--- src/rtl/count_monitor.sv ---
// count_monitor: checks that a 4-bit counter steps by +1 mod 16, counts wraps,
// flags a programmable match value and queues wrap/error events in a 2-entry FIFO.
module count_monitor #(
  parameter int unsigned WRAP_W = 8
) (
  input  logic              clk_i,
  input  logic              rst_i,
  input  logic [3:0]        count_i,
  input  logic              enable_i,
  input  logic [3:0]        match_val_i,
  input  logic              clr_err_i,
  output logic              match_pulse_o,
  output logic [WRAP_W-1:0] wrap_count_o,
  output logic              step_err_o,
  output logic              overflow_o,
  output logic              evt_valid_o,
  input  logic              evt_ready_i,
  output logic [4:0]        evt_data_o
);

  typedef enum logic [0:0] {StIdle, StTrack} state_e;

  state_e            state_q, state_d;
  logic [3:0]        prev_q, prev_d;
  logic              match_q, match_d;
  logic [WRAP_W-1:0] wrap_q, wrap_d;
  logic              err_q, err_d;
  logic              ovf_q, ovf_d;

  logic [4:0]        mem_q [2];
  logic              wr_ptr_q, rd_ptr_q;
  logic [1:0]        cnt_q, cnt_d;

  logic [3:0]        exp_cnt;
  logic              push, pop, full, do_push, drop, set_err;
  logic [4:0]        push_data;

  assign exp_cnt = prev_q + 4'd1;
  assign full    = (cnt_q == 2'd2);
  assign pop     = evt_valid_o & evt_ready_i;
  // A push into a full FIFO still lands if the head leaves on the same edge.
  assign do_push = push & (~full | pop);
  assign drop    = push & full & ~pop;

  // Tracking FSM, step check, wrap counting and sticky flags.
  always_comb begin
    state_d   = state_q;
    prev_d    = prev_q;
    wrap_d    = wrap_q;
    push      = 1'b0;
    push_data = 5'd0;
    set_err   = 1'b0;
    match_d   = enable_i && (count_i == match_val_i);
    unique case (state_q)
      StIdle: begin
        if (enable_i) begin
          prev_d  = count_i;
          state_d = StTrack;
        end
      end
      StTrack: begin
        if (enable_i) begin
          prev_d = count_i;
          if (count_i == exp_cnt) begin
            if (prev_q == 4'd15) begin
              push      = 1'b1;
              push_data = {1'b0, count_i};
              if (wrap_q != {WRAP_W{1'b1}}) begin
                wrap_d = wrap_q + WRAP_W'(1);
              end
            end
          end else begin
            push      = 1'b1;
            push_data = {1'b1, count_i};
            set_err   = 1'b1;
          end
        end else begin
          state_d = StIdle;
        end
      end
      default: state_d = StIdle;
    endcase
    // Set wins over a simultaneous clear.
    err_d = set_err | (err_q & ~clr_err_i);
    ovf_d = drop | (ovf_q & ~clr_err_i);
  end

  // FIFO occupancy next-state.
  always_comb begin
    cnt_d = cnt_q;
    unique case ({do_push, pop})
      2'b10:   cnt_d = cnt_q + 2'd1;
      2'b01:   cnt_d = cnt_q - 2'd1;
      default: cnt_d = cnt_q;
    endcase
  end

  // Control and status registers.
  always_ff @(posedge clk_i or posedge rst_i) begin
    if (rst_i) begin
      state_q <= StIdle;
      prev_q  <= 4'd0;
      match_q <= 1'b0;
      wrap_q  <= '0;
      err_q   <= 1'b0;
      ovf_q   <= 1'b0;
    end else begin
      state_q <= state_d;
      prev_q  <= prev_d;
      match_q <= match_d;
      wrap_q  <= wrap_d;
      err_q   <= err_d;
      ovf_q   <= ovf_d;
    end
  end

  // Event FIFO storage and pointers.
  always_ff @(posedge clk_i or posedge rst_i) begin
    if (rst_i) begin
      mem_q[0] <= 5'd0;
      mem_q[1] <= 5'd0;
      wr_ptr_q <= 1'b0;
      rd_ptr_q <= 1'b0;
      cnt_q    <= 2'd0;
    end else begin
      if (do_push) begin
        mem_q[wr_ptr_q] <= push_data;
        wr_ptr_q        <= ~wr_ptr_q;
      end
      if (pop) begin
        rd_ptr_q <= ~rd_ptr_q;
      end
      cnt_q <= cnt_d;
    end
  end

  assign match_pulse_o = match_q;
  assign wrap_count_o  = wrap_q;
  assign step_err_o    = err_q;
  assign overflow_o    = ovf_q;
  assign evt_valid_o   = (cnt_q != 2'd0);
  assign evt_data_o    = mem_q[rd_ptr_q];

endmodule

--- config.mk ---
export PLATFORM = sky130hd
export DESIGN_NAME = count_monitor
export DESIGN_NICKNAME = d
export VERILOG_FILES = /design/src/rtl/count_monitor.sv
export SDC_FILE = /design/constraint.sdc
export NUM_CORES = 1
export LEC_CHECK = 0
export ABC_AREA = 1
export CAP_MARGIN = 20
export CORE_MARGIN = 5
export CORE_UTILIZATION = 51
export DETAILED_ROUTE_END_ITERATION = 7
export PLACE_DENSITY = 0.83
export SLEW_MARGIN = 20
export SYNTH_ARGS = -nofsm -noshare
export SYNTH_HDL_FRONTEND = slang
export SYNTH_SLANG_ARGS = --single-unit
--- constraint.sdc ---
create_clock -name clk_i -period 1.97 [get_ports clk_i]
set_input_delay 0.2955 -clock clk_i [delete_from_list [all_inputs] [get_ports clk_i]]
set_output_delay 0.2955 -clock clk_i [all_outputs]
set_load 0.03 [all_outputs]
Word-level counts from Yosys, hierarchy flattened
Index checks and enable logic that the tools add are counted.
{ "totals": {"reg_bits": 30, "input_bits": 13, "out_inout_bits": 17, "elab_cells": 66} }
{ "classes": {"addsub": 4, "n_lt_le_gt_ge": 3, "n_eq_ne": 7, "mux": 20, "bitwise_logic": 16, "reduce_logical": 5} }
{ "op_table": {"columns": ["cell", "count"], "rows": [
  ["$mux 5", 7],
  ["$bwmux 10", 1],
  ["$add 8x1->8 const B", 1],
  ["$eq 4x4->1", 2],
  ["$mux 1", 8],
  ["$mux 4", 2],
  ["$ne 8x8->1 const B", 1],
  ["$and 1x1->1", 6],
  ["$demux 5 s1", 1],
  ["$not 1->1", 5],
  ["$reduce_and 5->1", 1],
  ["$add 4x1->4 const B", 1],
  ["$eq 2x2->1 const B", 2],
  ["$eq 4x4->1 const B", 1],
  ["$ge 2x2->1 const B", 2],
  ["$not 1->2", 2],
  ["$pmux 2 s2", 1],
  ["$reduce_bool 2->1", 2],
  ["$or 1x1->1", 3],
  ["$add 2x1->2 const B", 1],
  ["$eq 2x1->1 const B", 1],
  ["$logic_and 1x1->1", 2],
  ["$lt 2x1->1 const B", 1],
  ["$sub 2x1->2 const B", 1]
]} }

Longest topological paths before layout
Gate-level depths: netlist (run 1).
{ "depth": {"ltp_word": 8, "depth_mapped": 13, "ltp_nobuf": 13} }

Worst setup path after synthesis (run 1)
No wires, ideal clock.
{ "synth_path": {"path_kind": "flip-flop to flip-flop", "from": "reg prev_q[0]", "to": "reg mem_q[5] (netlist name)", "arrival_time_ns": 1.534, "required_time_ns": 1.850, "path_slack_ns": 0.317, "stages_incl_launch_ff": 13, "n_path_buf": 1, "synth_period_minus_slack_ns": 1.653, "cell_sequence": "dfrtp_1 ha_1 inv_1 nand2_1 nand2_2 nor2_4 nand3_4 nand2_4 nand2_4 nand3b_4 buf_8 nand2_2 o21ai_2"} }
{ "synth_via": {"elab_chain_len": 6, "word_cells_on_any_way": 13, "cone_classes": "add/sub: 1; eq/ne: 2; mux: 9; bitwise: 1"} }
{ "synth_rtl": {"columns": ["element", "line_no", "rtl"], "rows": [
  ["start, declared", "24", "logic [3:0] prev_q, prev_d;"],
  ["start signal, assigned", "109", "prev_q <= prev_d;"],
  ["$add 4x1->4 or $eq 4x4->1 (tied branches)", "38, 65", null],
  ["$eq 4x4->1, or another cell as far along", "64", "if (count_i == exp_cnt) begin"],
  ["$mux 5 or $mux 1 (tied branches)", "64", null],
  ["$mux 5 or $mux 1 (tied branches)", "62", "if (enable_i) begin"],
  ["$mux 5 or $mux 1 (tied branches)", "54", "unique case (state_q)"],
  ["$bwmux 10 or $and 1x1->1 (tied branches)", "127, 42", null],
  ["end signal, assigned by index", "127", "mem_q[wr_ptr_q] <= push_data;"],
  ["end, declared", "30", "logic [4:0] mem_q [2];"]
]} }
Parallel ways exist; a longest one is shown, timed or not.
A chain may end at the register's enable or synchronous reset.

Final worst setup path (run 1)
{ "layout_path": {"from": "reg prev_q[0]", "to": "reg mem_q[9] (netlist name)"} }
{ "layout_via": {"elab_chain_len": 6, "word_cells_on_any_way": 12, "cone_classes": "add/sub: 1; eq/ne: 2; mux: 8; bitwise: 1"} }
{ "layout_rtl": {"columns": ["element", "line_no"], "rows": [
  ["$add 4x1->4 or $eq 4x4->1 (tied branches)", "38, 65"],
  ["$eq 4x4->1 or $mux 1 (tied branches)", "64, 65"],
  ["$mux 5 or $mux 1 (tied branches)", "64"],
  ["$mux 5 or $mux 1 (tied branches)", "62"],
  ["$mux 5 or $mux 1 (tied branches)", "54"],
  ["$bwmux 10 or $and 1x1->1 (tied branches)", "127, 42"]
]} }
Parallel ways exist; a longest one is shown, timed or not.

==> flow_metrics.py, run 1 <==
metrics = {
    "floorplanning": {
        "initial_utilization_pct": 52.9,
        "die_x_um": 66.3,
        "fp.dieArea_mm2": 0.00439,
        "row_count": 20,
        "placeableCoreArea_mm2": 0.00305,
        "die_height_um": 66.3,
        "io_pins": 30,
    },
    "logic_synthesis": {
        "synth-edff-count": 0,
        "synth_compound_area_share_pct": 6.51,
        "synth-xor-area-share_pct": 5.97,
        "synth-simple-area-share_pct": 28.8,
        "synthMuxAreaShare_pct": 3.49,
        "synth_top_area_share_pct": 46.5,
        "synth_seq_cells": 30,
        "yosysSeqAreaShare_pct": 46.5,
        "synth.most_common_cell": "nand2_1",
        "synth_fa_ha_area_share_pct": 1.55,
        "async_flop_share_pct": 100,
        "yosysTopAreaCell": "dfrtp_1",
        "synth_common_cells": "43 x nand2_1, 30 x dfrtp_1, 22 x inv_1",
        "synth_area_per_cell_um2": 8.97,
        "ys.flop_type": "dfrtp_1",
        "synth_area_mm2": 0.00161,
        "syn-num-nets": 195,
        "syn_inst": 180,
        "yosysWarnings": 0,
        "ys_top_cells_by_area": "dfrtp_1 47%, nand2_1 10%, inv_1 5.1%",
        "synth.distinct_cells": 29,
        "synth_top_family_by_area": "simple AND/OR/NAND/NOR gates",
    },
    "cts": {
        "ctsHoldBuffers": 0,
        "insertion_delay_ns": 0.32,
        "clk_pin_slew_ns": 0.09,
        "cts_setup_buffers": 0,
        "cts_buffer_depth": 2,
        "htreeDepth": 2,
        "cts_made_buffers": 5,
        "root_buffer": "clkbuf_4",
        "cts_tree": "built",
        "clock-sinks": 30,
    },
    "pwr": {
        "power_frac_seq_pct": 42.9,
        "internal_power_mw": 1.29,
        "p_leak_nw": 1.02,
        "p_per_area_mw_per_mm2": 1010,
        "p_sw_uw": 775,
        "p_sw_share_pct": 37.5,
        "combPwrFrac_pct": 39.2,
        "ir_drop_mv": 0.432,
        "share_clk_of_total_power_pct": 17.8,
    },
    "grt": {
        "grt_pass1_vias": 1303,
        "antenna_found_initial": 0,
        "grt_max_degree": 31,
        "grt_pass1_wl_um": 5640,
        "grtUsageTotal_pct": 16.6,
        "globalRouteOverflowTotal": 0,
    },
    "critical_path": {
        "crit_path_start": "prev_q[0]$_DFFE_PP0P_",
        "timing.rr.end": "mem_q[9]$_DFFE_PP0P_",
        "critPathKind": "reg -> reg",
        "critPathCapture": "mem_q[9]$_DFFE_PP0P_",
        "r2r_slack_ns": 0.20,
        "crit_fanout": 11,
        "worstPathRequired_ns": 2.17,
        "end_kind": "flip-flop",
        "cp.arrival_ns": 1.98,
        "r2r_start": "prev_q[0]$_DFFE_PP0P_",
        "critPathLaunchType": "flip-flop",
        "rr_worst_depth": 11,
    },
    "sta": {
        "finClkSkew_ns": 0.00992,
        "rsz0062_at_grt": "no",
        "final.min_clock_period_ns": 1.77,
        "clock.fmax_ghz": 0.564,
        "hold_ws_ns": 0.346,
        "finalSetupTns_ns": 0,
        "tightest_slew_ns": 0.377,
        "setup_viol": 0,
        "final_max_slew_viol_count": 0,
        "max-slew-margin-rel_pct": 74.9,
        "min_period_over_period_pct": 89.9,
        "hold_viol_final": 0,
    },
    "layout": {
        "insertedDiodeCount": 0,
        "fillers": 276,
        "area_growth_pct": 26.6,
        "drive_gt1_share_pct": 20.8,
        "stdcell_area_mm2": 0.00204,
        "final_nets": 235,
    },
    "placement": {
        "dpl_cell_area_mm2": 0.00199,
        "dp_hpwl_um": 2320,
        "gp_congestion": 0.751,
        "io_buffers": 29,
    },
    "flow_run": {
        "drv_cap": 0,
    },
    "route": {
        "wl_per_cell_um": 11.4,
        "ant_nets": 0,
        "dr.pass1.iters": 4,
        "vias": 1270,
        "routed_via_density": 4.79,
        "drt-initial-drc-count": 57,
        "post-route-drc-count": 0,
        "wirelength_um": 3020,
    },
    "min_path": {
        "hold_class": "in -> async",
    },
    "outcome": {
        "status": "completed",
    },
}
==> cell usage in the layout, fill, tap and decap left out, types with 6 or more instances in the layout <==
cell type	count
xor2_1	6
nand2_2	9
nand3_1	11
clkdlybuf4s50_1	23
o21ai_1	6
dfrtp_1	29
nor2_1	7
buf_4	7
nand2_1	43
inv_1	22
==> through the flow <==
stage               power [mW]  std cells  util [%]  worst slack [ns]
floorplan                 1.49        180         -             0.317
finish                    2.06        265      66.9             0.198
detailed placement        1.77        257      65.0            0.0508
global placement          1.75        257      65.0            0.0904
global route              2.23        265      66.9            0.0332
CTS                       2.10        265      66.8            0.0860
==> state kept, by name (all words and copies together), names as in the netlist <==
| name | flops |
|---|---|
| mem_q | 10 |
| wrap_count_o | 8 |
| prev_q | 4 |
| cnt_q | 2 |
| match_pulse_o | 1 |
| overflow_o | 1 |
| rd_ptr_q | 1 |
| state_q | 1 |
| step_err_o | 1 |
| wr_ptr_q | 1 |
==> kinds of logic after synthesis <==
family | after synthesis
multiplexers | 5
AO/OA/AOI/OAI | 17
buffers and inverters | 27
flip-flops | 30
AND/OR/NAND/NOR | 88
XOR/XNOR | 11
adder cells (fa/ha/maj) | 2
==> timing repair <==
item	in CTS	in global routing
setup endpoints to repair	5	2
hold endpoints to repair	0	0
resized for setup	6	2
==> power by group through the flow <==
stage / Combinational, mW / Sequential, mW / Clock (mW)
after global routing: 0.897 / 0.905 / 0.424
final: 0.810 / 0.886 / 0.368
after global placement: 0.854 / 0.891 / 0
after detailed placement: 0.875 / 0.895 / 0
after floorplan: 0.629 / 0.864 / 0
after CTS: 0.825 / 0.888 / 0.386
==> how the worst min path moves through the flow <==
stage / from / to / slack (ns) / cells after the start
4_1_cts: rst_i / wrap_count_o[1]$_DFFE_PP0P_ / 0.35 / 3
6_report: rst_i / prev_q[2]$_DFFE_PP0P_ / 0.35 / 3
3_3_place_gp: mem_q[6]$_DFFE_PP0P_ / mem_q[6]$_DFFE_PP0P_ / 0.47 / 2
5_1_grt: rst_i / overflow_o$_DFF_PP0_ / 0.38 / 3
2_1_floorplan: enable_i / state_q$_DFF_PP0_ / 0.33 / 0
3_5_place_dp: mem_q[8]$_DFFE_PP0P_ / mem_q[8]$_DFFE_PP0P_ / 0.47 / 2
==> final cells by class <==
cell class / instances / area (µm²) / area share (%)
clock buffer: 7 / 55.1 / 2.69
inverter: 24 / 90.1 / 4.41
sequential: 30 / 752 / 36.8
clock inverter: 1 / 5.00 / 0.245
timing repair buffer: 36 / 339 / 16.6
multi-input combinational: 123 / 747 / 36.6
tap: 44 / 55.1 / 2.69
==> per-layer routing <==
| layer | share of wire [%] | vias up | track usage [%] | wire length [µm] |
|---|---|---|---|---|
| met5 | 0 | - | 0 | 0 |
| met1 | 48 | 581 | 22.2 | 1460 |
| li1 | - | 656 | - | - |
| met2 | 47 | 28 | 26.1 | 1420 |
| met4 | 1.5 | 0 | 5.33 | 44 |
| met3 | 3.0 | 5 | 4.08 | 91 |
==> critical path, cell delays in order, from the launching register on <==
cell	delay (ns)
dfrtp_1	0.43
ha_1	0.34
inv_1	0.06
nand2_1	0.06
nand2_2	0.08
nor2_4	0.05
nand3_4	0.12
nand2_4	0.06
nand2_4	0.09
nand3b_4	0.19
nand2_2	0.12
o21ai_2	0.05
(Power assumes the default switching activity.)
==> run 2, diff against run 1 <==
Settings changed: GPL_TIMING_DRIVEN from default to 0.
==> run 2 against run 1 <==
- core utilization shrank 0.37 points
- global-route usage decreased by 0.61 points
- combinational power rose by 0.9%
- critical path type is now reg -> out
- critical endpoint is now evt_data_o[3]
==> flow_metrics.py, run 2 (synthesis results as in run 1) <==
metrics = {
    "grt": {
        "grt_max_degree": 19,
        "grt_pass1_vias": 1292,
        "antenna_found_initial": 0,
        "grtUsageTotal_pct": 16.0,
        "grt_pass1_wl_um": 5360,
        "globalRouteOverflowTotal": 0,
    },
    "flow_run": {
        "drv_cap": 0,
    },
    "floorplanning": {
        "row_count": 20,
        "initial_utilization_pct": 52.9,
        "io_pins": 30,
        "fp.dieArea_mm2": 0.00439,
        "die_x_um": 66.3,
        "die_height_um": 66.3,
        "placeableCoreArea_mm2": 0.00305,
    },
    "route": {
        "route.met2.wl_um": 1340,
        "post-route-drc-count": 0,
        "wirelength_um": 2890,
        "wl_met1_um": 1400,
        "routed_via_density": 4.77,
        "ant_nets": 0,
        "wl_met3_um": 109,
        "wl_per_cell_um": 11.2,
        "routed.top_layer": "met4",
        "drt-initial-drc-count": 64,
        "dr.pass1.iters": 4,
        "vias": 1235,
    },
    "layout": {
        "insertedDiodeCount": 0,
        "largest_reg_flops": 10,
        "final_nets": 231,
        "stdcell_count": 259,
        "fillers": 266,
        "largest-register": "mem_q",
        "drive_gt1_share_pct": 19.1,
        "layout_common_cells": "43 x nand2_1, 29 x dfrtp_1, 23 x clkdlybuf4s50_1",
        "area_growth_pct": 25.9,
        "final_common_cell": "nand2_1",
    },
    "pwr": {
        "internal_power_mw": 1.28,
        "power_frac_seq_pct": 43.1,
        "ir_drop_mv": 0.447,
        "p_sw_uw": 775,
        "p_per_area_mw_per_mm2": 1010,
        "power.total_mw": 2.06,
        "combPwrFrac_pct": 39.7,
        "p_leak_nw": 1.01,
        "share_clk_of_total_power_pct": 17.2,
        "p_sw_share_pct": 37.6,
    },
    "critical_path": {
        "end_kind": "output port",
        "r2r_slack_ns": 0.19,
        "crit_fanout": 6,
        "worstPathRequired_ns": 1.67,
        "critPathLaunchType": "flip-flop",
        "critPathKind": "reg -> out",
        "r2r_start": "prev_q[0]$_DFFE_PP0P_",
        "cp.arrival_ns": 1.49,
        "timing.rr.end": "mem_q[5]$_DFFE_PP0P_",
        "rr_worst_depth": 12,
    },
    "cts": {
        "cts_made_buffers": 5,
        "insertion_delay_ns": 0.32,
        "clock-sinks": 30,
        "cts_tree": "built",
        "ctsHoldBuffers": 0,
        "htreeDepth": 2,
        "root_buffer": "clkbuf_4",
        "clk_pin_slew_ns": 0.09,
        "cts_buffer_depth": 2,
    },
    "sta": {
        "finClkSkew_ns": 0.00801,
        "rsz0062_at_grt": "no",
        "final_max_slew_viol_count": 0,
        "tightest_slew_ns": 0.548,
        "setup_viol": 0,
        "hold_ws_ns": 0.312,
        "clock.fmax_ghz": 0.559,
        "min_period_over_period_pct": 90.8,
        "final.min_clock_period_ns": 1.79,
        "max-slew-margin-rel_pct": 63.4,
        "layout_setup_ws_ns": 0.181,
        "hold_viol_final": 0,
        "finalSetupTns_ns": 0,
    },
    "placement": {
        "io_buffers": 29,
        "post-place-cells": 254,
        "dp_hpwl_um": 2230,
        "gp_congestion": 0.808,
        "place_ws_ns": 0.00397,
    },
    "outcome": {
        "status": "completed",
    },
    "min_path": {
        "hold_class": "in -> async",
    },
}
==> run 2: area by class of cell <==
class	count	area [µm²]	area share, %
inverter	24	90.1	4.43
tap	44	55.1	2.71
multi-input combinational	123	747	36.8
timing repair buffer	30	314	15.5
clock buffer	6	51.3	2.52
sequential	30	752	37.0
buffer	2	22.5	1.11
==> run 2: power groups by stage <==
stage / clock (mW) / sequential, mW / combinational (mW)
after floorplan: 0 / 0.864 / 0.629
after global placement: 0 / 0.864 / 0.886
after detailed placement: 0 / 0.872 / 0.909
after CTS: 0.361 / 0.888 / 0.829
after global routing: 0.401 / 0.912 / 0.900
final: 0.354 / 0.888 / 0.817
==> run 2: worst max-delay path by stage <==
stage	start	endpoint	slack, ns	cells past startpoint
6_report	rd_ptr_q$_DFFE_PP0P_	evt_data_o[3]	0.18	2
5_1_grt	prev_q[0]$_DFFE_PP0P_	mem_q[1]$_DFFE_PP0P_	0.02	11
4_1_cts	cnt_q[0]$_DFFE_PP0P_	evt_valid_o	0.09	3
3_5_place_dp	count_i[3]	cnt_q[0]$_DFFE_PP0P_	0.004	10
3_3_place_gp	count_i[3]	mem_q[1]$_DFFE_PP0P_	0.02	12
2_1_floorplan	prev_q[0]$_DFFE_PP0P_	mem_q[5]$_DFFE_PP0P_	0.32	12
==> run 2: worst max-delay path, cell delays in order (launching register included) <==
cell and delay, ns:
dfrtp_2 0.46, mux2_2 0.36, dlygate4sd2_1 0.35
==> run 2: layer usage <==
metal	up-vias	GRT usage, %
li1	644	-
met1	561	19.8
met2	24	26.5
met3	6	3.57
met4	0	6.85
met5	-	0
==> run 2: per-stage QoR <==
stage          utilization [%]  area (µm²)
3_3_place_gp              64.2        1960
5_1_grt                   66.6        2030
4_1_cts                   66.5        2030
6_report                  66.6        2030
3_5_place_dp              65.1        1990
2_1_floorplan                -        1610
==> run 2: repair_timing <==
item	4_1_cts	5_1_grt
setup buffers	0	0
gates resized for setup	6	2
setup endpoints to repair	5	2
endpoints found under the hold margin	0	0
==> run 3, diff against run 2 <==
Settings changed: CAP_MARGIN 20 to 15.
==> run 3 against run 2 <==
- sequential power is essentially flat
- cell count fell by 0.39%
- total power fell by 0.23%
- sequential share of layout area grew 0.51 points
- largest cell class unchanged
- largest power group unchanged
- highest routed layer unchanged
==> flow_metrics.py, run 3 (synthesis results as in run 1) <==
metrics = {
    "cts": {
        "insertion_delay_ns": 0.32,
        "htreeDepth": 2,
        "clock-sinks": 30,
        "clk_pin_slew_ns": 0.09,
        "cts_made_buffers": 5,
        "ctsHoldBuffers": 0,
        "root_buffer": "clkbuf_4",
        "cts_buffer_depth": 2,
        "cts_tree": "built",
    },
    "critical_path": {
        "critPathKind": "reg -> out",
        "slowest_delay_ns": 0.45,
        "slowest_stage": "dfrtp_2",
        "crit_buf_inv": 1,
        "rr_worst_depth": 12,
        "worstPathRequired_ns": 1.67,
        "cp_cell_sequence": "mux2_2 > dlygate4sd2_1",
        "timing.rr.end": "mem_q[5]$_DFFE_PP0P_",
        "r2r_start": "prev_q[0]$_DFFE_PP0P_",
        "critPathLaunchType": "flip-flop",
        "cp.arrival_ns": 1.49,
        "r2r_slack_ns": 0.20,
        "cpLargestDelayFamily": "flip-flops",
        "crit_fanout": 6,
        "end_kind": "output port",
    },
    "grt": {
        "grt_max_degree": 31,
        "grtUsageTotal_pct": 15.9,
        "globalRouteOverflowTotal": 0,
        "grt_pass1_vias": 1294,
        "grt_pass1_wl_um": 5320,
        "antenna_found_initial": 0,
    },
    "placement": {
        "dpl_cell_area_mm2": 0.00196,
        "io_buffers": 29,
        "dp_hpwl_um": 2230,
        "post-place-cells": 253,
        "gp_congestion": 0.808,
    },
    "route": {
        "wirelength_um": 2940,
        "dr.pass1.iters": 4,
        "post-route-drc-count": 0,
        "drt-initial-drc-count": 44,
        "vias": 1244,
        "routed_via_density": 4.82,
        "ant_nets": 0,
        "wl_per_cell_um": 11.4,
    },
    "min_path": {
        "hold_class": "in -> async",
    },
    "floorplanning": {
        "fp.dieArea_mm2": 0.00439,
        "initial_utilization_pct": 52.9,
        "placeableCoreArea_mm2": 0.00305,
        "io_pins": 30,
        "row_count": 20,
        "die_x_um": 66.3,
        "die_height_um": 66.3,
    },
    "sta": {
        "max-slew-margin-rel_pct": 59.9,
        "final_max_slew_viol_count": 0,
        "min_period_over_period_pct": 90.6,
        "rsz0062_at_grt": "no",
        "final.min_clock_period_ns": 1.78,
        "hold_viol_final": 0,
        "clock.fmax_ghz": 0.560,
        "finClkSkew_ns": 0.00789,
        "setup_viol": 0,
        "finalSetupTns_ns": 0,
        "tightest_slew_ns": 0.601,
        "hold_ws_ns": 0.357,
    },
    "flow_run": {
        "drv_cap": 0,
    },
    "layout": {
        "final_nets": 230,
        "insertedDiodeCount": 0,
        "fillers": 261,
        "stdcell_area_mm2": 0.00200,
        "drive_gt1_share_pct": 19.2,
        "utilization_pct": 65.7,
        "final_common_cell": "nand2_1",
        "area_growth_pct": 24.2,
        "stdcell_count": 258,
        "largest-register": "mem_q",
        "largest_reg_flops": 10,
        "layout_common_cells": "43 x nand2_1, 29 x dfrtp_1, 23 x clkdlybuf4s50_1",
    },
    "pwr": {
        "ir_drop_mv": 0.473,
        "p_per_area_mw_per_mm2": 1020,
        "p_leak_nw": 0.998,
    },
    "outcome": {
        "status": "completed",
    },
}
[run 3: changes by cell type in the layout (fill, tap and decap cells not counted), sizes merged]
| cell | before | now |
|---|---|---|
| buf | 3 | 2 |
[run 3: worst register-to-register path: cells and delay by family, from the launching register on]
family / cells / cell delay (ns)
DFF: 1 / 0.43
AOI/OAI and AO/OA: 1 / 0.05
buffers and inverters: 2 / 0.21
and+or+nand+nor: 8 / 0.72
adders and majority gates: 1 / 0.33
[run 3: through the flow]
stage / worst slack [ns] / power, mW
after floorplan: 0.317 / 1.49
after global placement: 0.0153 / 1.75
after detailed placement: -0.0151 / 1.78
after CTS: 0.0827 / 2.07
after global routing: 0.000567 / 2.20
final: 0.186 / 2.05
[run 3: how the worst max path moves through the flow]
stage,from,endpoint,slack [ns],cells after the start
after floorplan,prev_q[0]$_DFFE_PP0P_,mem_q[5]$_DFFE_PP0P_,0.32,12
after global placement,count_i[3],mem_q[1]$_DFFE_PP0P_,0.02,12
after detailed placement,count_i[3],cnt_q[0]$_DFFE_PP0P_,-0.02,10
after CTS,cnt_q[0]$_DFFE_PP0P_,evt_valid_o,0.08,3
after global routing,prev_q[0]$_DFFE_PP0P_,mem_q[1]$_DFFE_PP0P_,0.0006,11
final,rd_ptr_q$_DFFE_PP0P_,evt_data_o[3],0.19,2
[run 3: layout make-up]
cell class	instances	area [µm²]	share of cell area, %
sequential	30	752	37.5
multi-input combinational	123	747	37.3
timing repair buffer	29	287	14.3
inverter	24	90.1	4.49
tap	44	55.1	2.75
clock buffer	6	51.3	2.56
buffer	2	22.5	1.12
[run 3: metal layers]
layer | GRT usage [%] | vias to the layer above | wire length, µm
met1 | 19.0 | 576 | 1370
met4 | 6.85 | 0 | 36
met3 | 3.57 | 5 | 112
li1 | - | 641 | -
met5 | 0 | - | 0
met2 | 27.0 | 22 | 1420
[run 3: repair_timing]
action	in CTS	in global routing
endpoints found under the hold margin	0	0
endpoints found under the setup margin	5	2
resized for setup	6	2
buffers inserted	0	0
[run 3: report_power, final]
group          switching [mW]  leakage [nW]  total [mW]  internal [mW]
Sequential              0.116         0.378       0.885          0.770
Combinational           0.466         0.589       0.815          0.349
Clock                   0.194        0.0302       0.354          0.160
